## src/rtl/spi_master.sv

```systemverilog
// rtl/spi_master.sv - SPI mode-0 master, MSB first, programmable SCLK half-period and chip-select hold
module spi_master #(
    parameter int CLK_DIV = 3,
    parameter int WIDTH   = 8
) (
    input  logic             clk_i,
    input  logic             reset_i,
    input  logic             start_i,
    input  logic             hold_cs_i,
    input  logic [WIDTH-1:0] tx_data_i,
    output logic [WIDTH-1:0] rx_data_o,
    output logic             busy_o,
    output logic             done_o,
    output logic             sclk_o,
    output logic             mosi_o,
    input  logic             miso_i,
    output logic             cs_n_o
);

    localparam int DW = $clog2(CLK_DIV) + 1;
    localparam int BW = $clog2(WIDTH) + 1;
    localparam logic [DW-1:0] DIV_LAST = DW'(CLK_DIV - 1);
    localparam logic [BW-1:0] BIT_LAST = BW'(WIDTH - 1);

    typedef enum logic [2:0] {IDLE, SETUP, HIGH, LOW, HOLD} state_e;

    state_e           state_q, state_d;
    logic [DW-1:0]    div_q, div_d;
    logic [BW-1:0]    bit_q, bit_d;
    logic [WIDTH-1:0] tx_sh_q, tx_sh_d;
    logic [WIDTH-1:0] rx_sh_q, rx_sh_d;
    logic [WIDTH-1:0] rx_data_q, rx_data_d;
    logic             hold_q, hold_d;
    logic             busy_q, busy_d;
    logic             done_q, done_d;
    logic             sclk_q, sclk_d;
    logic             mosi_q, mosi_d;
    logic             cs_n_q, cs_n_d;
    logic             div_end;

    assign div_end = (div_q == DIV_LAST);

    always_ff @(posedge clk_i or posedge reset_i) begin
        if (reset_i) begin
            state_q   <= IDLE;
            div_q     <= '0;
            bit_q     <= '0;
            tx_sh_q   <= '0;
            rx_sh_q   <= '0;
            rx_data_q <= '0;
            hold_q    <= 1'b0;
            busy_q    <= 1'b0;
            done_q    <= 1'b0;
            sclk_q    <= 1'b0;
            mosi_q    <= 1'b0;
            cs_n_q    <= 1'b1;
        end else begin
            state_q   <= state_d;
            div_q     <= div_d;
            bit_q     <= bit_d;
            tx_sh_q   <= tx_sh_d;
            rx_sh_q   <= rx_sh_d;
            rx_data_q <= rx_data_d;
            hold_q    <= hold_d;
            busy_q    <= busy_d;
            done_q    <= done_d;
            sclk_q    <= sclk_d;
            mosi_q    <= mosi_d;
            cs_n_q    <= cs_n_d;
        end
    end

    always_comb begin
        state_d   = state_q;
        div_d     = div_q;
        bit_d     = bit_q;
        tx_sh_d   = tx_sh_q;
        rx_sh_d   = rx_sh_q;
        rx_data_d = rx_data_q;
        hold_d    = hold_q;
        busy_d    = busy_q;
        done_d    = 1'b0;
        sclk_d    = sclk_q;
        mosi_d    = mosi_q;
        cs_n_d    = cs_n_q;

        case (state_q)
            IDLE: begin
                div_d = '0;
                bit_d = '0;
                if (start_i) begin
                    tx_sh_d = tx_data_i;
                    hold_d  = hold_cs_i;
                    mosi_d  = tx_data_i[WIDTH-1];
                    cs_n_d  = 1'b0;
                    busy_d  = 1'b1;
                    state_d = SETUP;
                end
            end
            SETUP, LOW: begin
                if (div_end) begin
                    div_d   = '0;
                    sclk_d  = 1'b1;
                    rx_sh_d = {rx_sh_q[WIDTH-2:0], miso_i};
                    state_d = HIGH;
                end else begin
                    div_d = div_q + 1'b1;
                end
            end
            HIGH: begin
                if (div_end) begin
                    div_d  = '0;
                    sclk_d = 1'b0;
                    if (bit_q == BIT_LAST) begin
                        state_d = HOLD;
                    end else begin
                        // Rotate rather than shift; the wrapped MSB is never presented.
                        bit_d   = bit_q + 1'b1;
                        tx_sh_d = {tx_sh_q[WIDTH-2:0], tx_sh_q[WIDTH-1]};
                        mosi_d  = tx_sh_q[WIDTH-2];
                        state_d = LOW;
                    end
                end else begin
                    div_d = div_q + 1'b1;
                end
            end
            HOLD: begin
                if (div_end) begin
                    div_d     = '0;
                    cs_n_d    = ~hold_q;
                    rx_data_d = rx_sh_q;
                    done_d    = 1'b1;
                    busy_d    = 1'b0;
                    state_d   = IDLE;
                end else begin
                    div_d = div_q + 1'b1;
                end
            end
            default: state_d = IDLE;
        endcase
    end

    assign rx_data_o = rx_data_q;
    assign busy_o    = busy_q;
    assign done_o    = done_q;
    assign sclk_o    = sclk_q;
    assign mosi_o    = mosi_q;
    assign cs_n_o    = cs_n_q;

endmodule

```

## config.mk

```make
export PLATFORM = sky130hd
export DESIGN_NAME = spi_master
export DESIGN_NICKNAME = d
export VERILOG_FILES = /design/src/rtl/spi_master.sv
export SDC_FILE = /design/constraint.sdc
export NUM_CORES = 1
export LEC_CHECK = 0
export CAP_MARGIN = 20
export CORE_UTILIZATION = 30
export DETAILED_ROUTE_END_ITERATION = 12
export GPL_TIMING_DRIVEN = 0
export PLACE_DENSITY = 0.55
export SLEW_MARGIN = 30
export SYNTH_ARGS = -nofsm -noshare
export SYNTH_HDL_FRONTEND = slang
export SYNTH_SLANG_ARGS = --single-unit
```

## constraint.sdc

```tcl
create_clock -name clk_i -period 2.7 [get_ports clk_i]
set_input_delay 0.54 -clock clk_i [delete_from_list [all_inputs] [get_ports clk_i]]
set_output_delay 0.54 -clock clk_i [all_outputs]
set_load 0.005 [all_outputs]
```

# Word level (Yosys, flattened, before mapping)
# Index checks and enable logic that the tools add are counted.
[classes]
n_eq_ne = 11
reduce_logical = 15
muxes = 29
add_sub_neg = 2
bitwise = 1
[op_table]
columns = ["cell", "count"]
rows = [
  ["8-bit two-way mux", 3],
  ["3-bit two-way mux", 6],
  ["8-bit one-hot mux with 2 select lines", 1],
  ["3-bit one-hot mux with 4 select lines", 1],
  ["1-bit two-way mux", 10],
  ["2-bit != test (second input constant)", 5],
  ["3-bit by 2-bit == test with 1-bit output (second input constant)", 3],
  ["3-bit AND reduction", 3],
  ["4-bit two-way mux", 2],
  ["1-bit one-hot mux with 2 select lines", 4],
  ["4-bit one-hot mux with 2 select lines", 1],
  ["4-bit AND reduction", 2],
  ["2-bit nonzero test", 4],
  ["3-bit one-hot mux with 2 select lines", 1],
  ["2-bit AND reduction", 3],
  ["4-bit by 1-bit adder with 4-bit output (second input constant)", 1],
  ["4-bit by 3-bit == test with 1-bit output (second input constant)", 1],
  ["4-bit OR reduction", 1],
  ["3-bit by 1-bit adder with 3-bit output (second input constant)", 1],
  ["3-bit by 1-bit == test with 1-bit output (second input constant)", 1],
  ["3-bit == test (second input constant)", 1],
  ["3-bit zero test", 1],
  ["2-bit OR reduction", 1],
  ["1-bit inverter", 1],
]
[totals]
elab_cells = 70
register_bits = 40

# Logic depth before layout (Yosys ltp)
[logic_depth]
ltp_word = 4
ltp_mapped = 5
mapped_depth_nobuf = 4

# Worst setup path after synthesis
# No wires, ideal clock.
[synth_timing]
path_type = "flip-flop to flip-flop"
from = "reg bit_q[0]"
to = "reg tx_sh_q[0]"
arrival_ns = 1.756
stages_incl_launch_ff = 5
synth_period_minus_slack_ns = 1.881
path_slack_ns = 0.819
required_ns = 2.575
path_cell_list = "dfrtp_1 > ha_1 > and4b_1 > a2111oi_4 > mux2_2"
[synth_via]
elab_chain_cells = 3
[synth_rtl]
columns = ["item", "line_no", "source"]
rows = [
  ["start: declaration", "29", "logic [BW-1:0] bit_q, bit_d;"],
  ["start signal: assignment", "60", "bit_q <= bit_d;"],
  ["4-bit by 3-bit == test with 1-bit output", "114", "if (bit_q == BIT_LAST) begin"],
  ["2-bit != test (no source line)", "-", ""],
  ["4-bit AND reduction (no source line)", "-", ""],
  ["end signal: assignment", "61", "tx_sh_q <= tx_sh_d;"],
  ["end: declaration", "30", "logic [WIDTH-1:0] tx_sh_q, tx_sh_d;"],
]
# No other way between the ends.
# A chain may end at the register's enable or synchronous reset.

# Worst setup path after layout
[layout_timing]
from = "reg bit_q[0]"
to = "reg tx_sh_q[7]"
# Same word-level chain as after synthesis.

==> metrics.txt <==
clock buffer depth 2; # rows 28; die width 81.0 µm; clk slew on worst S/H paths 0.08 ns; skew final 0.00575 ns; required time of the critical path 2.88 ns; Hold WS 0.498 ns; Leak 0.994 nW; cts bufs inserted 5; mapped cell area 1870 µm²; DIE HEIGHT 81.0 µm; area grow syn2layout 25.4%; CTS tree yes; RSZ-0062 raised after global routing false; Avg Inst Size Synth 12.5 µm²; vias in the first global route 1321; global-route wire length before repair 6290 µm; kind of start point of the critical path flop; fin crit share 0.773; PwrDens 972 nW/µm²; Initial DRC Count 45; DRT Wirelength 3780 µm; Routability Congestion 0.780; post-CTS sizing 0; setup TNS 0 ns; post-CTS setup buffers 0; R2R depth 4; Setup-failing EPs final 0; largest net degree at the start of global routing 28; I/O Buffers 25; ys async rst share 1.00; cell count after synthesis 150; status completed; min Tclk post-route 2.09 ns; drt via density 5.01; Fmax achieved 0.479 GHz; DR DRC count 0; Seq cells post-synth 39; IO Pins 26; Synth Flop Type dfrtp_1; VDD IR max 364 µV; core area 5990 µm²; CTS HTree Levels 2; drt pass-1 iters 4; Starting Density 0.313; drt wl/cell 14.6 µm; Hold Violations, Final 0; layout cell share with drive strength beyond 1 0.288; Worst-Skew Late Latency 0.30 ns; HPWL after DPL 2680 µm; Synth cell types 36; Final #Nets 197; Final Max Slew Viols 0; number of synthesized flops with an enable pin 0; total die area 6570 µm²; Slew HR 0.570; diode count 0; initial antenna violation count 0; Final ANT Viol Nets 0; via count 1298; Total Routing Usage GR 0.129; # hold bufs at CTS 0; CP endpoint kind flop; clock sinks 39; Crit Path Category reg -> reg; Crit Path Max Fanout 8; Worst-Margin Slew 0.642 ns; maxcap violations 0; crit path DAT 2.27 ns; GR Overflow Total 0; clock root buffer clkbuf_8; net count of the mapped netlist 164; Hold Path Class in -> async; Ys Warns 0; part of the Yosys area used for sequential elements 0.521
[Yosys cell counts, types with 3 or more instances]
| cell | instances | area share |
|---|---|---|
| dfrtp_1 | 38 | 0.51 |
| clkbuf_1 | 5 | 0.010 |
| o21ai_0 | 10 | 0.027 |
| a22o_1 | 3 | 0.014 |
| mux2_2 | 34 | 0.20 |
| nand3_1 | 5 | 0.013 |
| or3_1 | 3 | 0.010 |
| nand4_1 | 3 | 0.010 |
| nor2_1 | 3 | 0.0060 |
| nand2_1 | 7 | 0.014 |
| a21o_1 | 3 | 0.012 |
| inv_1 | 3 | 0.0060 |
| nand3b_1 | 3 | 0.012 |
[state kept, by name (all words and copies together), names as in the netlist, 3 cells and up]
signal / count
bit_q: 4
div_q: 3
rx_data_o: 8
rx_sh_q: 8
state_q: 3
tx_sh_q: 8
[power by group]
group          switching [W]  internal, W
Sequential          0.000150     0.000785
Combinational       0.000390     0.000473
Clock               0.000211     0.000275
[worst max-delay path, stage by stage (launching register included)]
cell and delay (ns):
dfrtp_1 0.42, ha_1 0.26, and4b_1 0.25, a2111oi_4 0.63
mux2_2 0.41
[cells by family (layout without fill, tap and decap cells)]
family / after synthesis / in the layout / synth area share
DFF: 39 / 39 / 0.521
and+or+nand+nor: 38 / 38 / 0.134
muxes: 35 / 35 / 0.210
AOI/OAI and AO/OA: 26 / 26 / 0.101
buffers and inverters: 11 / 45 / 0.0274
adders and majority gates: 1 / 1 / 0.00667
[path summary, 6_finish.rpt]
path	startpoint	end	slack [ns]
worst max-delay path	bit_q[0]	tx_sh_q[7]	0.61
worst min-delay path	reset_i	rx_sh_q[5]	0.50
worst max register to register	bit_q[0]	tx_sh_q[7]	0.61
worst min register to register	rx_data_o[1]	rx_data_o[1]	0.51
max in group asynchronous	reset_i	cs_n_o	1.70
min in group clk_i	rx_data_o[1]	rx_data_o[1]	0.51
[metrics by stage]
step,setup slack (ns),std cells,area (µm²),util,power (W)
floorplan,0.819,150,1870,-,0.00157
global placement,0.368,250,2220,0.370,0.00176
detailed placement,0.357,251,2240,0.374,0.00181
CTS,0.601,259,2350,0.392,0.00231
global route,0.530,259,2350,0.392,0.00245
finish,0.612,259,2350,0.392,0.00228
[cell type report]
type	count	area [µm²]
fill	572	3640
inverter	3	11.3
buffer	8	40.0
clock inverter	3	43.8
sequential	39	977
tap	75	93.8
clock buffer	5	68.8
multi-input combinational	100	846
timing repair buffer	26	270
[placed cells by master (no fill, tap or decap), drive strengths merged, types with 3 or more instances in the layout]
| cell type | n |
|---|---|
| nand4 | 3 |
| nand3 | 5 |
| nand2 | 7 |
| inv | 3 |
| o21ai | 10 |
| nand3b | 3 |
| a22o | 3 |
| mux2 | 34 |
| or3 | 3 |
| a21o | 3 |
| nor2 | 3 |
| dfrtp | 38 |
| clkbuf | 10 |
| buf | 4 |
| clkdlybuf4s50 | 25 |
[per-layer routing]
metal | share of wire | global-route usage
met5 | 0 | 0
met4 | 0.017 | 0.0589
met1 | 0.44 | 0.164
met2 | 0.50 | 0.198
met3 | 0.047 | 0.0404
Power figures use the tool's default switching activity.
==> variant 1, RTL diff (same flow settings) <==
Take the reset off `tx_sh_q`, `rx_sh_q` and `rx_data_q` and load them in a clocked block of their own.
--- a/src/rtl/spi_master.sv
+++ b/src/rtl/spi_master.sv
@@ -47,5 +47,2 @@
             bit_q     <= '0;
-            tx_sh_q   <= '0;
-            rx_sh_q   <= '0;
-            rx_data_q <= '0;
             hold_q    <= 1'b0;
@@ -60,5 +57,2 @@
             bit_q     <= bit_d;
-            tx_sh_q   <= tx_sh_d;
-            rx_sh_q   <= rx_sh_d;
-            rx_data_q <= rx_data_d;
             hold_q    <= hold_d;
@@ -70,2 +64,8 @@
         end
+    end
+
+    always_ff @(posedge clk_i) begin
+        tx_sh_q   <= tx_sh_d;
+        rx_sh_q   <= rx_sh_d;
+        rx_data_q <= rx_data_d;
     end
Function: no difference found for any inputs over 10 cycles, from zero or initial values and one cycle with reset_i high; that may be too few to reach the edited logic, so the function may still have changed.
==> variant 1 against the unedited design <==
Wire length decreased by 19%; total power decreased by 19%; sequential cell count increased by 1; non-clock buffer count decreased by 2; clock skew increased by 0.00075 ns; critical path depth unchanged; area after synthesis decreased by 11%; synthesized cell count decreased by 14%; final cell count decreased by 10%; worst setup slack improved by 0.020 ns; final area decreased by 11%; critical endpoint is now tx_sh_q[4]$_DFFE_PP_.
==> variant 1: results (changes against the unedited design) <==
crit_path_max_fanout: 10  # was 8
clockBufferDepth: 2  # unchanged
synthTopCellsByArea: "edfxtp_1 (43%), dfrtp_1 (23%), mux2_2 (5.4%)"  # was dfrtp_1 (51%), mux2_2 (20%), o21ai_0 (2.7%)
synthTopCellsByCount: "edfxtp_1 (24), dfrtp_1 (15), nand2_1 (11), o21ai_0 (11)"  # was dfrtp_1 (38), mux2_2 (34), o21ai_0 (10)
crit_arrival_ns: 1.99  # was 2.27 ns
peakVddDrop_mv: 0.298  # was 0.364 mV
finClkSkew_ns: 0.00650  # was 0.00575 ns
numCtsBuffers: 5  # unchanged
clock-root-buffer: "clkbuf_8"  # unchanged
routabilityCongestion: 0.762  # was 0.780
relSlewSlack_pct: 51.9  # was 57.0%
hold_viol: 0  # unchanged
slowest_stage: "nor2_1"  # was a2111oi_4
routed-via-count: 1084  # was 1298
clkTransAtPathRegs_ns: 0.08  # about the same
postCtsSetupBuffers: 0  # unchanged
first_iter_violations: 26  # was 45
ctsHoldBuffers: 0  # unchanged
cts_resized: 0  # unchanged
grt_pass1_wl_um: 5130  # was 6290 um
grt_antenna_before_repair: 0  # unchanged
ys.warnings.count: 0  # unchanged
crit_family: "simple AND/OR/NAND/NOR gates"  # was compound AO/OA/AOI/OAI gates
status: "finished clean"  # unchanged
hold_class: "reg -> reg"  # was in -> async
dpl.hpwl_um: 2110  # was 2680 um
leakagePower_nw: 0.771  # was 0.994 nW
placed_area_sq_um: 2010  # was 2240 sq um
max_stage_delay_ns: 0.59  # was 0.63 ns
fillers: 498  # was 572
h-tree-depth: 2  # unchanged
synth-async-reset-ratio_pct: 40.0  # was 100%
grt_start_max_net_pins: 17  # was 28
grt_usage_pct: 11.4  # was 12.9%
synthesis.nets: 143  # was 164
io_buffers: 25  # unchanged
min_path_cells: 0
ys_seq_area_share_pct: 67.3  # was 52.1%
ys_types: 34  # was 36
synth_edf_count: 24  # was 0
diodes: 0  # unchanged
drv_cap: 0  # unchanged
nets: 175  # was 197
pre_cts_ws_ns: 0.412  # was 0.357 ns
reg2reg_depth: 4  # unchanged
routedWlPerCell_um: 13.1  # was 14.6 um
drive_above_1_share_pct: 13.6  # was 28.8%
insertion_delay_ns: 0.29
dr.pass1.iters: 4  # unchanged
-- variant 1: changes by cell type after synthesis, sizes merged, moves of 3 or more --
| cell | change |
|---|---|
| or3 | -3 |
| dfrtp | -23 |
| nand2 | +4 |
| mux2 | -26 |
| nor2 | +5 |
| a21oi | +4 |
| edfxtp | +24 |
-- variant 1: kinds of logic (layout without fill, tap and decap cells) --
family          Yosys count  after routing  synth area share [%]
flops                    40             40                  67.3
simple gates             40             40                  12.6
compound gates           26             26                  9.15
buf+inv                  11             44                  3.15
mux                       9              9                  6.00
xor+xnor                  2              2                  1.05
fa+ha+maj                 1              1                 0.750
-- variant 1: metrics by stage --
stage | total power [mW] | instances
2_1_floorplan | 1.30 | 129
3_3_place_gp | 1.43 | 224
3_5_place_dp | 1.47 | 224
4_1_cts | 1.88 | 232
5_1_grt | 1.99 | 232
6_report | 1.86 | 232
-- variant 1: final cells by class --
cell class	instances	area [sq um]	area share, %
Multi-Input combinational cell	78	493	23.5
Clock inverter	1	7.51	0.358
Clock buffer	7	86.3	4.11
Tap cell	70	87.6	4.17
Sequential cell	40	1120	53.5
Inverter	4	15.0	0.715
Buffer	7	37.5	1.79
Timing Repair Buffer	25	250	11.9
-- variant 1: path summary, 6_finish.rpt --
kind                                      start                endpoint  slack [ns]
max                        div_q[0]$_DFFE_PP0P_    tx_sh_q[4]$_DFFE_PP_        0.63
min                        rx_sh_q[7]$_DFFE_PP_  rx_data_o[7]$_DFFE_PP_        0.43
max reg2reg                div_q[0]$_DFFE_PP0P_    tx_sh_q[4]$_DFFE_PP_        0.63
min reg2reg                rx_sh_q[7]$_DFFE_PP_  rx_data_o[7]$_DFFE_PP_        0.43
max in group asynchronous               reset_i      sclk_o$_DFFE_PP0P_        1.65
min in group asynchronous               reset_i  state_q[2]$_DFFE_PP0P_        0.64
-- variant 1: metal layers --
| metal | up-vias | track usage (%) | share of wire [%] |
|---|---|---|---|
| met2 | 30 | 16.3 | 44 |
| met3 | 2 | 3.83 | 4.4 |
| li1 | 531 | - | - |
| met4 | 0 | 6.92 | 0.62 |
| met5 | - | 0 | 0 |
| met1 | 521 | 14.7 | 51 |
-- variant 1: where the power goes --
group / internal (mW) / switching (mW) / total [mW] / leakage [nW]
Clock: 0.208 / 0.200 / 0.408 / 0.0445
Combinational: 0.262 / 0.300 / 0.562 / 0.324
Sequential: 0.803 / 0.0895 / 0.892 / 0.403
==> variant 2, RTL diff (same flow settings) <==
Made on the original files. The parameter `CLK_DIV` goes from 3 to 5.
--- a/src/rtl/spi_master.sv
+++ b/src/rtl/spi_master.sv
@@ -2,3 +2,3 @@
 module spi_master #(
-    parameter int CLK_DIV = 3,
+    parameter int CLK_DIV = 5,
     parameter int WIDTH   = 8
Formal check against the unedited RTL: not equivalent (Yosys sat finds a counterexample within 10 cycles, from zero or initial values and one cycle with reset_i high).
==> variant 2 against the unedited design <==
Via count rose by 2.0%; fmax fell by 2.3%; non-clock buffer count did not move; area after synthesis rose by 2.2%; critical path type unchanged; wire length fell by 8.6%; final area rose by 1.0%; sequential share of layout area rose by 0.64 points; worst setup slack got worse by 0.050 ns; sequential cell count rose by 1; hold slack got worse by 0.011 ns.
Power is not compared: it rests on default switching activity, and its combinational part moved more than twofold at a synthesized area within 25%.
==> variant 2: results (changes against the unedited design) <==
status: "finished clean"  # unchanged
ys_seq_area_share_pct: 52.3  # was 52.1%
r2r-start: "div_q[0]$_DFFE_PP0P_"  # was bit_q[0]$_DFFE_PP0P_
clock-root-buffer: "clkbuf_8"  # unchanged
finClkSkew_ns: 0.0116  # was 0.00575 ns
crit_arrival_ns: 2.32  # was 2.27 ns
reg2reg_depth: 5  # was 4
routed_wl_um: 3450  # was 3780 um
setup_tns_ns: 0  # unchanged
grt_start_max_net_pins: 24  # was 28
synthTopCellsByCount: "dfrtp_1 (39), mux2_2 (33), inv_1 (9)"  # was dfrtp_1 (38), mux2_2 (34), o21ai_0 (10)
ant_nets: 0  # unchanged
cts_resized: 0  # unchanged
synth-async-reset-ratio_pct: 100  # unchanged
pwr_density_cell_nw_per_um2: 446
first_iter_violations: 60  # was 45
synthesis.nets: 173  # was 164
leakagePower_nw: 1.10
crit_family: "compound AO/OA/AOI/OAI gates"  # unchanged
hold_class: "reg -> reg"  # was in -> async
dp_cells: 258  # was 251
grt_pass1_wl_um: 5900  # was 6290 um
rrSetupSlack_ns: 0.56  # was 0.61 ns
worstMarginPinSlew_ns: 0.645  # was 0.642 ns
h-tree-depth: 2  # unchanged
drive_above_1_share_pct: 26.7  # was 28.8%
synthTopCellsByArea: "dfrtp_1 (51%), mux2_2 (19%), o21ai_0 (2.1%)"  # was dfrtp_1 (51%), mux2_2 (20%), o21ai_0 (2.7%)
routabilityCongestion: 0.763  # was 0.780
dpl.hpwl_um: 2410  # was 2680 um
grt_usage_pct: 11.9  # was 12.9%
crit_path_max_fanout: 9  # was 8
fillers: 590  # was 572
rr_endpoint: "tx_sh_q[6]$_DFFE_PP0P_"  # was tx_sh_q[7]$_DFFE_PP0P_
placed_area_sq_um: 2290  # was 2240 sq um
pre_cts_ws_ns: 0.413  # was 0.357 ns
worstHoldStart: "hold_q$_DFFE_PP0P_"
ys.warnings.count: 0  # unchanged
stdcell_count: 266  # was 259
via_per_inst: 4.98  # was 5.01
grt_antenna_before_repair: 0  # unchanged
dr.pass1.iters: 4  # unchanged
netlist_instances: 157  # was 150
max_stage_delay_ns: 0.72  # was 0.63 ns
clockBufferDepth: 2  # unchanged
slowest_stage: "a2111oi_4"  # unchanged
nets: 206  # was 197
grt_pass1_vias: 1299  # was 1321
ys_types: 38  # was 36
min_path_cells: 1
numCtsBuffers: 5  # unchanged
synth-main-ff-cell: "dfrtp_1"  # unchanged
clkTransAtPathRegs_ns: 0.08  # about the same
fin_hold_ws_ns: 0.487  # was 0.498 ns
[variant 2: cell families after synthesis]
family                   after synthesis  synth area share, %
flip-flops                            40                 52.3
buffers and inverters                 17                 3.85
AND/OR/NAND/NOR                       35                 11.0
multiplexers                          35                 20.4
AO/OA/AOI/OAI                         26                 9.86
adder cells (fa/ha/maj)                4                 2.48
[variant 2: per-layer routing]
metal	GRT usage (%)	vias to the layer above	share of wire [%]	wire, um
met5	0	-	0	0
met4	6.32	0	2.3	78
met3	2.67	7	3.8	131
met2	18.1	32	45	1560
met1	15.5	643	49	1680
li1	-	642	-	-
[variant 2: where the power goes]
| group | switching, mW | internal (mW) | leakage, nW |
|---|---|---|---|
| Combinational | 0.0199 | 0.0320 | 0.532 |
| Clock | 0.214 | 0.180 | 0.0479 |
| Sequential | 0.00547 | 0.609 | 0.517 |
| Total | 0.239 | 0.821 | 1.10 |
[variant 2: how the worst max path moves through the flow]
stage,slack (ns),from,to
after floorplan,0.83,div_q[0]$_DFFE_PP0P_,tx_sh_q[0]$_DFFE_PP0P_
after global placement,0.30,reset_i,bit_q[3]$_DFFE_PP0P_
after detailed placement,0.41,start_i,tx_sh_q[1]$_DFFE_PP0P_
after CTS,0.51,div_q[0]$_DFFE_PP0P_,tx_sh_q[1]$_DFFE_PP0P_
after global routing,0.40,div_q[0]$_DFFE_PP0P_,tx_sh_q[1]$_DFFE_PP0P_
final,0.56,div_q[0]$_DFFE_PP0P_,tx_sh_q[6]$_DFFE_PP0P_
[variant 2: cell type report]
class                           instances  share of cell area, %
Timing Repair Buffer                   26                   11.7
Buffer                                  8                   1.69
Sequential cell                        40                   42.2
Clock buffer                            5                   2.90
Tap cell                               75                   3.95
Inverter                                9                   1.42
Clock inverter                          3                  0.790
Multi-Input combinational cell        100                   35.4
